## config.mk

```make
export PLATFORM = sky130hd
export DESIGN_NAME = ifq
export DESIGN_NICKNAME = d
export VERILOG_FILES = /design/src/rtl/ifq_pkg.sv /design/src/rtl/ifq_mem.sv /design/src/rtl/ifq.sv
export SDC_FILE = /design/constraint.sdc
export NUM_CORES = 1
export LEC_CHECK = 0
export ABC_CLOCK_PERIOD_IN_PS = 20300
export CORE_ASPECT_RATIO = 0.6
export CORE_MARGIN = 2
export CORE_UTILIZATION = 58
export CTS_BUF_LIST = sky130_fd_sc_hd__clkbuf_16
export DETAILED_ROUTE_END_ITERATION = 8
export PLACE_DENSITY_LB_ADDON = 0.05
export SLEW_MARGIN = 40
export SYNTH_ARGS = -nofsm -noshare
export SYNTH_HDL_FRONTEND = slang
export SYNTH_HIERARCHICAL = 1
export SYNTH_SLANG_ARGS = --single-unit
```

## constraint.sdc

```tcl
create_clock -name i_clk -period 20.3 [get_ports i_clk]
set_input_delay 6.09 -clock i_clk [delete_from_list [all_inputs] [get_ports i_clk]]
set_output_delay 6.09 -clock i_clk [all_outputs]
set_load 0.01 [all_outputs]
```

## src/rtl/ifq_pkg.sv

```systemverilog
// ifq_pkg: shared widths and types for the instruction fetch queue.
//   CPU_WIDTH   - PC width
//   INS_WIDTH   - instruction word width
//   ENTRY_WIDTH - width of one queued {pc, ins} entry
//   IFQ_DEPTH   - default queue depth
//   ifq_entry_t - packed {pc, ins} queue entry
package ifq_pkg;

  localparam int unsigned CPU_WIDTH   = 32;
  localparam int unsigned INS_WIDTH   = 32;
  localparam int unsigned ENTRY_WIDTH = CPU_WIDTH + INS_WIDTH;
  localparam int unsigned IFQ_DEPTH   = 4;

  typedef struct packed {
    logic [CPU_WIDTH-1:0] pc;
    logic [INS_WIDTH-1:0] ins;
  } ifq_entry_t;

endpackage

```

## src/rtl/ifq_mem.sv

```systemverilog
// ifq_mem: DEPTH x entry register array for the fetch queue.
// Ports:
//   i_clk   - clock
//   i_we    - write enable
//   i_waddr - write index
//   i_wdata - entry to write
//   i_raddr - read index (asynchronous read)
//   o_rdata - entry at i_raddr
// Storage is intentionally not reset.
module ifq_mem
  import ifq_pkg::*;
#(
  parameter int unsigned DEPTH = IFQ_DEPTH,
  parameter int unsigned AW    = $clog2(DEPTH)
) (
  input  logic          i_clk,
  input  logic          i_we,
  input  logic [AW-1:0] i_waddr,
  input  ifq_entry_t    i_wdata,
  input  logic [AW-1:0] i_raddr,
  output ifq_entry_t    o_rdata
);

  ifq_entry_t r_mem [DEPTH];

  always_ff @(posedge i_clk) begin
    if (i_we) begin
      r_mem[i_waddr] <= i_wdata;
    end
  end

  assign o_rdata = r_mem[i_raddr];

endmodule

```

## src/rtl/ifq.sv

```systemverilog
// ifq: instruction fetch queue between fetch (producer) and decode (consumer).
// Ports:
//   i_clk, i_rst          - clock, synchronous active-high reset
//   i_pre_valid/o_pre_ready, i_pc, i_ins  - fetch side handshake and beat
//   o_post_valid/i_post_ready, o_pc, o_ins - decode side handshake and head
//   i_flush               - drop all entries and any same-cycle input
//   o_count               - occupancy, 0..DEPTH
// Optional feature macro: IFQ_BYPASS_EN
//   When defined, an empty queue forwards the input beat combinationally to
//   decode; if decode takes it that cycle, nothing is written.
module ifq
  import ifq_pkg::*;
#(
  parameter int unsigned DEPTH = IFQ_DEPTH
) (
  input  logic                 i_clk,
  input  logic                 i_rst,
  input  logic                 i_pre_valid,
  output logic                 o_pre_ready,
  input  logic [CPU_WIDTH-1:0] i_pc,
  input  logic [INS_WIDTH-1:0] i_ins,
  output logic                 o_post_valid,
  input  logic                 i_post_ready,
  output logic [CPU_WIDTH-1:0] o_pc,
  output logic [INS_WIDTH-1:0] o_ins,
  input  logic                 i_flush,
  output logic [$clog2(DEPTH):0] o_count
);

  localparam int unsigned AW = $clog2(DEPTH);

  // Pointers carry one extra MSB so full and empty are distinguishable.
  logic [AW:0]  r_wr_ptr;
  logic [AW:0]  r_rd_ptr;
  logic         w_empty;
  logic         w_full;
  logic         w_push;
  logic         w_pop;
  logic         w_byp;
  ifq_entry_t   w_wdata;
  ifq_entry_t   w_head;

  assign w_empty = (r_wr_ptr == r_rd_ptr);
  assign w_full  = (r_wr_ptr[AW-1:0] == r_rd_ptr[AW-1:0]) &&
                   (r_wr_ptr[AW] != r_rd_ptr[AW]);

  assign w_wdata = '{pc: i_pc, ins: i_ins};

  ifq_mem #(
    .DEPTH (DEPTH),
    .AW    (AW)
  ) u_mem (
    .i_clk   (i_clk),
    .i_we    (w_push),
    .i_waddr (r_wr_ptr[AW-1:0]),
    .i_wdata (w_wdata),
    .i_raddr (r_rd_ptr[AW-1:0]),
    .o_rdata (w_head)
  );

  assign o_pre_ready = !w_full;

`ifdef IFQ_BYPASS_EN
  assign w_byp = w_empty && i_pre_valid && !i_flush;
`else
  assign w_byp = 1'b0;
`endif

  always_comb begin
    o_post_valid = !w_empty || w_byp;
    o_pc         = w_head.pc;
    o_ins        = w_head.ins;
    if (w_byp) begin
      o_pc  = i_pc;
      o_ins = i_ins;
    end
    // A bypassed beat that decode takes immediately is never stored.
    w_push = i_pre_valid && !w_full && !i_flush && !(w_byp && i_post_ready);
    // Pops only ever come from storage; bypass consumption leaves rd_ptr alone.
    w_pop  = !w_empty && i_post_ready && !i_flush;
  end

  always_ff @(posedge i_clk) begin
    if (i_rst) begin
      r_wr_ptr <= '0;
      r_rd_ptr <= '0;
    end else if (i_flush) begin
      r_rd_ptr <= r_wr_ptr;
    end else begin
      if (w_push) begin
        r_wr_ptr <= r_wr_ptr + (AW+1)'(1);
      end
      if (w_pop) begin
        r_rd_ptr <= r_rd_ptr + (AW+1)'(1);
      end
    end
  end

  assign o_count = r_wr_ptr - r_rd_ptr;

endmodule

```

==> metrics, run 1 <==
synthesis-to-layout area growth=23.9%; Residual DRC=0; Final setup violation count=0; routed vias=4461; Post-Syn Nets=467; count leader, synth=edfxtp_1; RSZ-0062 raised after global routing=no; worst-path maximum fanout=53; Fmax=0.111 GHz; Die ar.=0.0180 mm^2; CP required=14210 ps; Iter 0 DRT Violations=480; final WL=16.8 mm; Netlist cell types=41; Post-Route Skew=17.3 ps; H-tree depth=1; share of layout cells above drive strength 1=0.197; synthesized area per cell=25.0 um^2; vias in the first global route=4587; antenna violations before repair=1; All-Layer GR Usage=0.194; setup tns final=0 ps; Reg2Reg Setup Slack=16810 ps; CP Data Arrival Time=2890 ps; Clk Tree Root Cell=clkbuf_16; num ports=138; sequential element share of the synthesized area=0.795; largest net degree at the start of global routing=54; main area contributors after synthesis=edfxtp_1, mux4_2, buf_12, dfxtp_1, mux4_1; row cnt=36; RR Startpoint=r_rd_ptr[1]; Max Cap Viol=0; hpwl dp=9.86 mm; Hold Path Sink=r_rd_ptr[2]; TritonCTS clock tree=yes; CTS Sinks=262; # port buffers=137; CTS clk-pin slew, worst paths=70 ps; CORE AREA=0.0164 mm^2; Total Power=1.15 mW; Main synth FF type=edfxtp_1; Async S/R FF share, synth=0; Post-synth EDFFs=256; crit path time final=8980 ps; Slew headroom=0.547; Syn Inst Count=393; Setup Buffers After CTS=0; WP buf/inv=2; nature of the critical path endpoint=output port; post-synth top area share=0.783; Die Span Y=105 um; maximum single-stage delay on the critical path=680 ps; worst reg2reg endpoint=u_mem/r_mem[2][23]; pre-CTS setup slack=11540 ps; slew of the pin with the lowest slew margin=679 ps; vias per cell=5.64; Crit-path slowest cell=mux4_1; Hold Path Class=reg -> reg; grt ovf=0; cts hold-fix bufs=0; Final Hold Viols=0; Slew Limit Fails=0; worst setup path category=reg -> out; RePlAce Congestion=0.739; worst hold stages=2; CP Launch Type=flip-flop; VDD IR max=0.0660 mV; worst skew pair latency=500 ps; yosys warns=6; worst r2r path cells=7; DR WL/cell=21.3 um; Pleak=3.87 nW; drt first pass iters=4; Final Util=0.742; status=completed; crit-path leading delay family=buffers and inverters; Initial Util=0.599; synthesized cell area=0.00982 mm^2; Pwr Density=94.9 mW/mm^2; final hold slack=573 ps; Fillers=955; final worst slack=11320 ps; Synth area leader=edfxtp_1; clk buf depth=3; Die W=172 um; Post-DRT Antenna Nets=0; post_cts resized=0; TritonCTS buffer count=24; most frequent cells after synthesis=edfxtp_1, mux4_2; min-delay src=r_wr_ptr[2]; ratio of final minimum period to clock period=0.442; ANT cells=0; Yosys reg bits=262; final net count=622; crit-path cells=clkbuf_8 -> mux4_1 -> clkdlybuf4s50_1; first-pass GRT wire length=25.8 mm
[worst max-delay path by stage]
stage / startpoint / slack [ps] / to / cells past startpoint
2_1_floorplan: i_flush / 8350 / u_mem/r_mem[0][0] / 4
3_3_place_gp: i_flush / 11410 / u_mem/r_mem[0][28] / 5
3_5_place_dp: i_flush / 11540 / u_mem/r_mem[1][29] / 5
4_1_cts: r_rd_ptr[0] / 11220 / o_ins[1] / 3
5_1_grt: r_rd_ptr[0] / 11120 / o_ins[1] / 3
6_report: r_rd_ptr[0] / 11320 / o_ins[1] / 3
[per-stage QoR]
| step | cell area, um^2 | std cells |
|---|---|---|
| finish | 12200 | 791 |
| global route | 12200 | 791 |
| CTS | 12200 | 791 |
| detailed placement | 11400 | 750 |
| global placement | 11400 | 747 |
| floorplan | 9820 | 393 |
[flip-flops by register name (all words and copies together) (netlist names)]
| name | flops |
|---|---|
| r_rd_ptr | 3 |
| r_wr_ptr | 3 |
| u_mem/r_mem | 256 |
[tightest hold or removal path, stage by stage (launching register included)]
cell and delay (ps):
dfxtp_1 360, nand4_1 90, a31oi_1 80
[layer usage]
metal  GRT usage  up-vias  share of wire
li1            -     1992              -
met1       0.284     2298           0.44
met2       0.304      145           0.47
met3      0.0466       24          0.072
met4      0.0432        2          0.015
met5           0        -        0.00065
[cells by family after synthesis]
family / synth area share
AO/OA/AOI/OAI: 0.00752
XOR/XNOR: 0.00255
adder cells (fa/ha/maj): 0.00714
buffers and inverters: 0.0200
flip-flops: 0.795
multiplexers: 0.152
AND/OR/NAND/NOR: 0.0153
[cell usage in the layout (no fill, tap or decap), types with 3 or more instances in the layout]
cell type,synthesis,routed
mux4_2,60,60
edfxtp_1,256,256
buf_4,0,4
inv_1,6,12
mux4_1,4,4
dfxtp_1,6,4
clkdlybuf4s50_1,0,137
ha_1,4,4
nand2b_1,4,4
clkinv_2,0,3
nand2_1,3,3
buf_12,6,3
nor2_1,4,4
clkinv_1,0,3
clkbuf_16,0,25
[final cells by class]
class,instances,area [um^2],share of cell area
clock inverters,16,103,0.00844
repair buffers,145,1480,0.121
clock buffers,25,626,0.0514
multi-input cells,109,1840,0.151
inverters,6,22.5,0.00185
flip-flops and latches,262,7820,0.643
well taps,228,285,0.0235
[where the power goes]
part / total, mW / internal (mW) / leakage (nW) / switching (mW)
Sequential: 0.614 / 0.607 / 2.38 / 0.00725
Clock: 0.414 / 0.235 / 0.375 / 0.179
Combinational: 0.126 / 0.0745 / 1.11 / 0.0519
No activity file was read; power rests on OpenSTA's default activity.
==> run 2: changes to the inputs <==
- ABC_CLOCK_PERIOD_IN_PS: 20300 -> 7550
- CORE_UTILIZATION: 58 -> 49
- clock period: 20.3 -> 7.55 ns (I/O delays scaled with it)
==> metrics, run 2 (synthesized netlist as in run 1, its figures left out) <==
largest reg by FF count=u_mem/r_mem (unchanged); cell internal pwr=2.61 mW (was 916 uW); Inst Count DP=800 (was 750); row cnt=40 (was 36); RePlAce Congestion=0.707 (was 0.739); TritonCTS clock tree=yes (unchanged); Fmax=0.198 GHz; CP Launch Type=flip-flop (unchanged); # port buffers=137 (unchanged); synthesis-to-layout area growth=26.3% (was 23.9%); Clk Tree Root Cell=clkbuf_16 (unchanged); cts hold-fix bufs=0 (unchanged); Final Util=0.626 (was 0.742); crit-path most repeated cell=buf_12; crit path time final=5050 ps; Die ar.=0.0212 mm^2 (was 0.0180 mm^2); design area=0.0124 mm^2 (was 0.0122 mm^2); ratio of final minimum period to clock period=0.669; Top Registers=u_mem/r_mem (256), r_rd_ptr (3), r_wr_ptr (3) (unchanged); All-Layer GR Usage=0.167 (was 0.194); nature of the critical path endpoint=output port (unchanged); Die Span Y=114 um (was 105 um); Post-DRT Antenna Nets=0 (unchanged); setup tns final=0 ps (unchanged); sequential power share=0.504 (was 0.532); routed vias=4497 (was 4461); dpl cell area=0.0116 mm^2 (was 0.0114 mm^2); vias per cell=5.33 (was 5.64); worst-path maximum fanout=28 (was 53); slew of the pin with the lowest slew margin=784 ps (was 679 ps); worst setup path category=reg -> out (unchanged); Max Cap Viol=0 (unchanged); crit-path leading delay family=buffers and inverters (unchanged); Slew headroom=0.477 (was 0.547); drt first pass iters=5 (was 4); DR WL/cell=21.0 um (was 21.3 um); RSZ-0062 raised after global routing=no (unchanged); final hold slack=625 ps (was 573 ps); Slew Limit Fails=0 (unchanged); Switch Pwr=656 uW (was 239 uW); Iter 0 DRT Violations=344 (was 480); largest net degree at the start of global routing=42 (was 54); antenna violations before repair=0 (was 1); CP Data Arrival Time=2790 ps (was 2890 ps); maximum single-stage delay on the critical path=500 ps (was 680 ps); final net count=627 (was 622); most common cell after layout, fill and taps aside=edfxtp_1 (unchanged); CTS Sinks=262 (unchanged); first-pass GRT wire length=26.7 mm (was 25.8 mm); TritonCTS buffer count=24 (unchanged); ANT cells=0 (unchanged); Hold Path Class=reg -> reg (unchanged); CORE AREA=0.0198 mm^2 (was 0.0164 mm^2); Largest register FFs=256 (unchanged); num ports=138 (unchanged); clk buf depth=3 (unchanged); worst skew pair latency=510 ps (was 500 ps); Combinational Power Share=0.109 (about the same); CTS clk-pin slew, worst paths=60 ps (was 70 ps); Setup Buffers After CTS=0 (unchanged); hpwl dp=11.0 mm (was 9.86 mm); Pleak=3.94 nW (was 3.87 nW); Final setup violation count=0 (unchanged); fin cells=844 (was 791); Die W=187 um (was 172 um); final worst slack=2500 ps (was 11320 ps); post_cts resized=0 (unchanged); WP buf/inv=4 (was 2); grt ovf=0 (unchanged); status=completed (unchanged); Final Hold Viols=0 (unchanged); commonest cells after routing, fill and taps aside=edfxtp_1, clkdlybuf4s50_1, mux4_2 (unchanged); H-tree depth=1 (unchanged); share of layout cells above drive strength 1=0.208 (was 0.197); vias in the first global route=4685 (was 4587); CP required=5290 ps (was 14210 ps); Crit-path slowest cell=dfxtp_4 (was mux4_1); Pwr Density=263 mW/mm^2 (was 94.9 mW/mm^2); pre-CTS setup slack=2540 ps (was 11540 ps); Post-Route Skew=8.44 ps (was 17.3 ps); VDD IR max=0.199 mV (was 0.0660 mV); Clk pwr share=0.387 (was 0.359); Net Sw Frac=0.201 (was 0.207); crit-path cells=buf_12 -> buf_12 -> inv_1 -> ha_1 -> nand2_1 -> or2_2 -> clkdlybuf4s50_1 (was clkbuf_8 -> mux4_1 -> clkdlybuf4s50_1); Residual DRC=0 (unchanged); final WL=17.7 mm (was 16.8 mm); Initial Util=0.495 (was 0.599); Total Power=3.26 mW (was 1.15 mW)
==> run 2: cell types whose count changed in the layout (fill, tap and decap cells not counted), sizes merged <==
cell | previous run | this run
clkbuf | 26 | 25
clkinv | 6 | 11
buf | 7 | 13
clkinvlp | 2 | 1
bufinv | 1 | 5
inv | 13 | 8
==> run 2: worst paths after layout <==
check / from / endpoint / slack (ps) / cells after the start
worst max-delay path: r_rd_ptr[1] / o_post_valid / 2500 / 7
worst max register to register: r_rd_ptr[1] / u_mem/r_mem[1][13] / 4040 / 8
worst min register to register: r_wr_ptr[2] / r_rd_ptr[2] / 620 / 2
worst min-delay path: r_wr_ptr[2] / r_rd_ptr[2] / 620 / 2
==> run 2: layout make-up <==
class / count / area (um^2)
well taps: 273 / 342
clock inverters: 19 / 211
multi-input cells: 109 / 1840
fillers: 1415 / 7420
flip-flops and latches: 262 / 7820
clock buffers: 25 / 626
repair buffers: 150 / 1550
inverters: 6 / 22.5
==> run 2: tightest hold or removal path, cell delays in order (launching register included) <==
cell and delay [ps]:
dfxtp_1 370, nand4_1 110, a31oi_1 90
==> run 2: metal layers <==
metal,global-route usage,routed length [um],up-vias
met1,0.235,7760,2336
li1,-,-,2001
met4,0.0328,310,0
met2,0.266,8360,137
met3,0.0505,1260,23
met5,0,0,-
==> run 2: power by group through the flow <==
stage	Sequential (mW)	Combinational (mW)	Clock (mW)
floorplan	1.67	0.185	0
global placement	1.70	0.322	0
detailed placement	1.68	0.362	0
CTS	1.65	0.365	1.30
global route	1.65	0.381	1.36
finish	1.65	0.357	1.26
==> run 3: changes to the inputs <==
- ABC_CLOCK_PERIOD_IN_PS: 7550 -> 4880
- CORE_UTILIZATION: 49 -> 54
- clock period: 7.55 -> 4.88 ns (I/O delays scaled with it)
==> metrics, run 3 (synthesized netlist as in run 1, its figures left out) <==
status=completed (unchanged); Post-Route Skew=8.37 ps (was 8.44 ps); Initial Util=0.548 (was 0.495); commonest cells after routing, fill and taps aside=edfxtp_1, clkdlybuf4s50_1, mux4_2 (unchanged); fin cells=807 (was 844); Post-DRT Antenna Nets=0 (unchanged); Setup Buffers After CTS=0 (unchanged); DR WL/cell=20.8 um (was 21.0 um); setup tns final=0 ps (unchanged); crit path time final=4180 ps; TritonCTS clock tree=yes (unchanged); largest reg by FF count=u_mem/r_mem (unchanged); Final setup violation count=0 (unchanged); CORE AREA=0.0179 mm^2 (was 0.0198 mm^2); Pwr Density=400 mW/mm^2 (was 263 mW/mm^2); Die W=178 um (was 187 um); CTS Sinks=262 (unchanged); clk buf depth=3 (unchanged); grt ovf=0 (unchanged); worst setup path category=reg -> out (unchanged); vias in the first global route=4565 (was 4685); Inst Count DP=763 (was 800); share of layout cells above drive strength 1=0.194 (was 0.208); Final Hold Viols=0 (unchanged); vias per cell=5.49 (was 5.33); final worst slack=702 ps (was 2500 ps); Top Registers=u_mem/r_mem (256), r_rd_ptr (3), r_wr_ptr (3) (unchanged); RePlAce Congestion=0.751 (was 0.707); drt first pass iters=4 (was 5); Pleak=3.92 nW (was 3.94 nW); Final Util=0.684 (was 0.626); Hold Path Class=reg -> reg (unchanged); CTS clk-pin slew, worst paths=60 ps (about the same); first-pass GRT wire length=25.5 mm (was 26.7 mm); ANT cells=0 (unchanged); Crit. Startpoint=r_rd_ptr[0] (was r_rd_ptr[1]); cts hold-fix bufs=0 (unchanged); Slew headroom=0.566 (was 0.477); Reg2Reg Setup Slack=1870 ps (was 4040 ps); Die ar.=0.0193 mm^2 (was 0.0212 mm^2); Fmax=0.239 GHz; Residual DRC=0 (unchanged); worst reg2reg endpoint=u_mem/r_mem[1][30] (was u_mem/r_mem[1][13]); worst-path maximum fanout=33 (was 28); Die Span Y=108 um (was 114 um); CP required=3420 ps (was 5290 ps); routed vias=4429 (was 4497); slew of the pin with the lowest slew margin=651 ps (was 784 ps); ratio of final minimum period to clock period=0.856; CP Data Arrival Time=2710 ps (was 2790 ps); largest net degree at the start of global routing=65 (was 42); nature of the critical path endpoint=output port (unchanged); Slew Limit Fails=0 (unchanged); post_cts resized=0 (unchanged); RR Startpoint=r_rd_ptr[0] (was r_rd_ptr[1]); final hold slack=591 ps (was 625 ps); Largest register FFs=256 (unchanged); final WL=16.8 mm (was 17.7 mm); num ports=138 (unchanged); Clk Tree Root Cell=clkbuf_16 (unchanged); Iter 0 DRT Violations=394 (was 344); TritonCTS buffer count=24 (unchanged); worst skew pair latency=500 ps (was 510 ps); synthesis-to-layout area growth=24.8% (was 26.3%); All-Layer GR Usage=0.178 (was 0.167); RSZ-0062 raised after global routing=no (unchanged); most common cell after layout, fill and taps aside=edfxtp_1 (unchanged); final net count=623 (was 627); H-tree depth=1 (unchanged); row cnt=38 (was 40); CP Launch Type=flip-flop (unchanged); crit path capture=o_pc[31] (was o_post_valid); antenna violations before repair=0 (unchanged); pre-CTS setup slack=1010 ps (was 2540 ps); VDD IR max=0.415 mV (was 0.199 mV); worst r2r path cells=5 (was 8); Max Cap Viol=0 (unchanged); hpwl dp=9.88 mm (was 11.0 mm); # port buffers=137 (unchanged)
==> run 3: changes by cell type in the layout (fill, tap and decap cells not counted), sizes merged <==
cell      before  now
clkinvlp       1    0
inv            8   16
buf           13    9
bufinv         5    3
clkinv        11    6
==> run 3: metrics by stage <==
| stage | total power, mW | instance area (um^2) |
|---|---|---|
| 5_1_grt | 5.08 | 12300 |
| 2_1_floorplan | 2.87 | 9830 |
| 4_1_cts | 4.96 | 12300 |
| 3_5_place_dp | 3.14 | 11500 |
| 3_3_place_gp | 3.13 | 11500 |
| 6_report | 4.90 | 12300 |
==> run 3: worst min-delay path by stage <==
stage,startpoint,endpoint,depth (start not counted)
floorplan,r_wr_ptr[2],r_rd_ptr[2],2
global placement,r_wr_ptr[2],r_rd_ptr[2],2
detailed placement,r_wr_ptr[2],r_rd_ptr[2],2
CTS,r_wr_ptr[2],r_rd_ptr[2],2
global route,r_wr_ptr[2],r_rd_ptr[2],2
finish,r_wr_ptr[2],r_rd_ptr[2],2
==> run 3: critical path: stages (launching register included) <==
cell and delay, ps:
dfxtp_4 760, buf_4 350, mux4_1 580, clkdlybuf4s50_1 490
==> run 3: final cells by class <==
class,count,area (um^2)
Sequential cell,262,7820
Fill cell,1097,5670
Multi-Input combinational cell,109,1840
Timing Repair Buffer,146,1500
Clock buffer,25,626
Tap cell,240,300
Clock inverter,19,153
Inverter,6,22.5
==> run 3: routing by layer <==
layer	up-vias	GRT usage	part of all wire
met5	-	0	0
met4	0	0.0445	0.018
met3	24	0.0380	0.064
met2	132	0.273	0.46
met1	2282	0.265	0.45
li1	1991	-	-
==> run 3: power by group <==
group | switching (mW) | internal [mW] | leakage [nW] | total [mW]
sequential | 0.0298 | 2.52 | 2.38 | 2.55
combinational | 0.218 | 0.314 | 1.12 | 0.532
clock | 0.737 | 1.08 | 0.418 | 1.82
total | 0.985 | 3.92 | 3.92 | 4.90
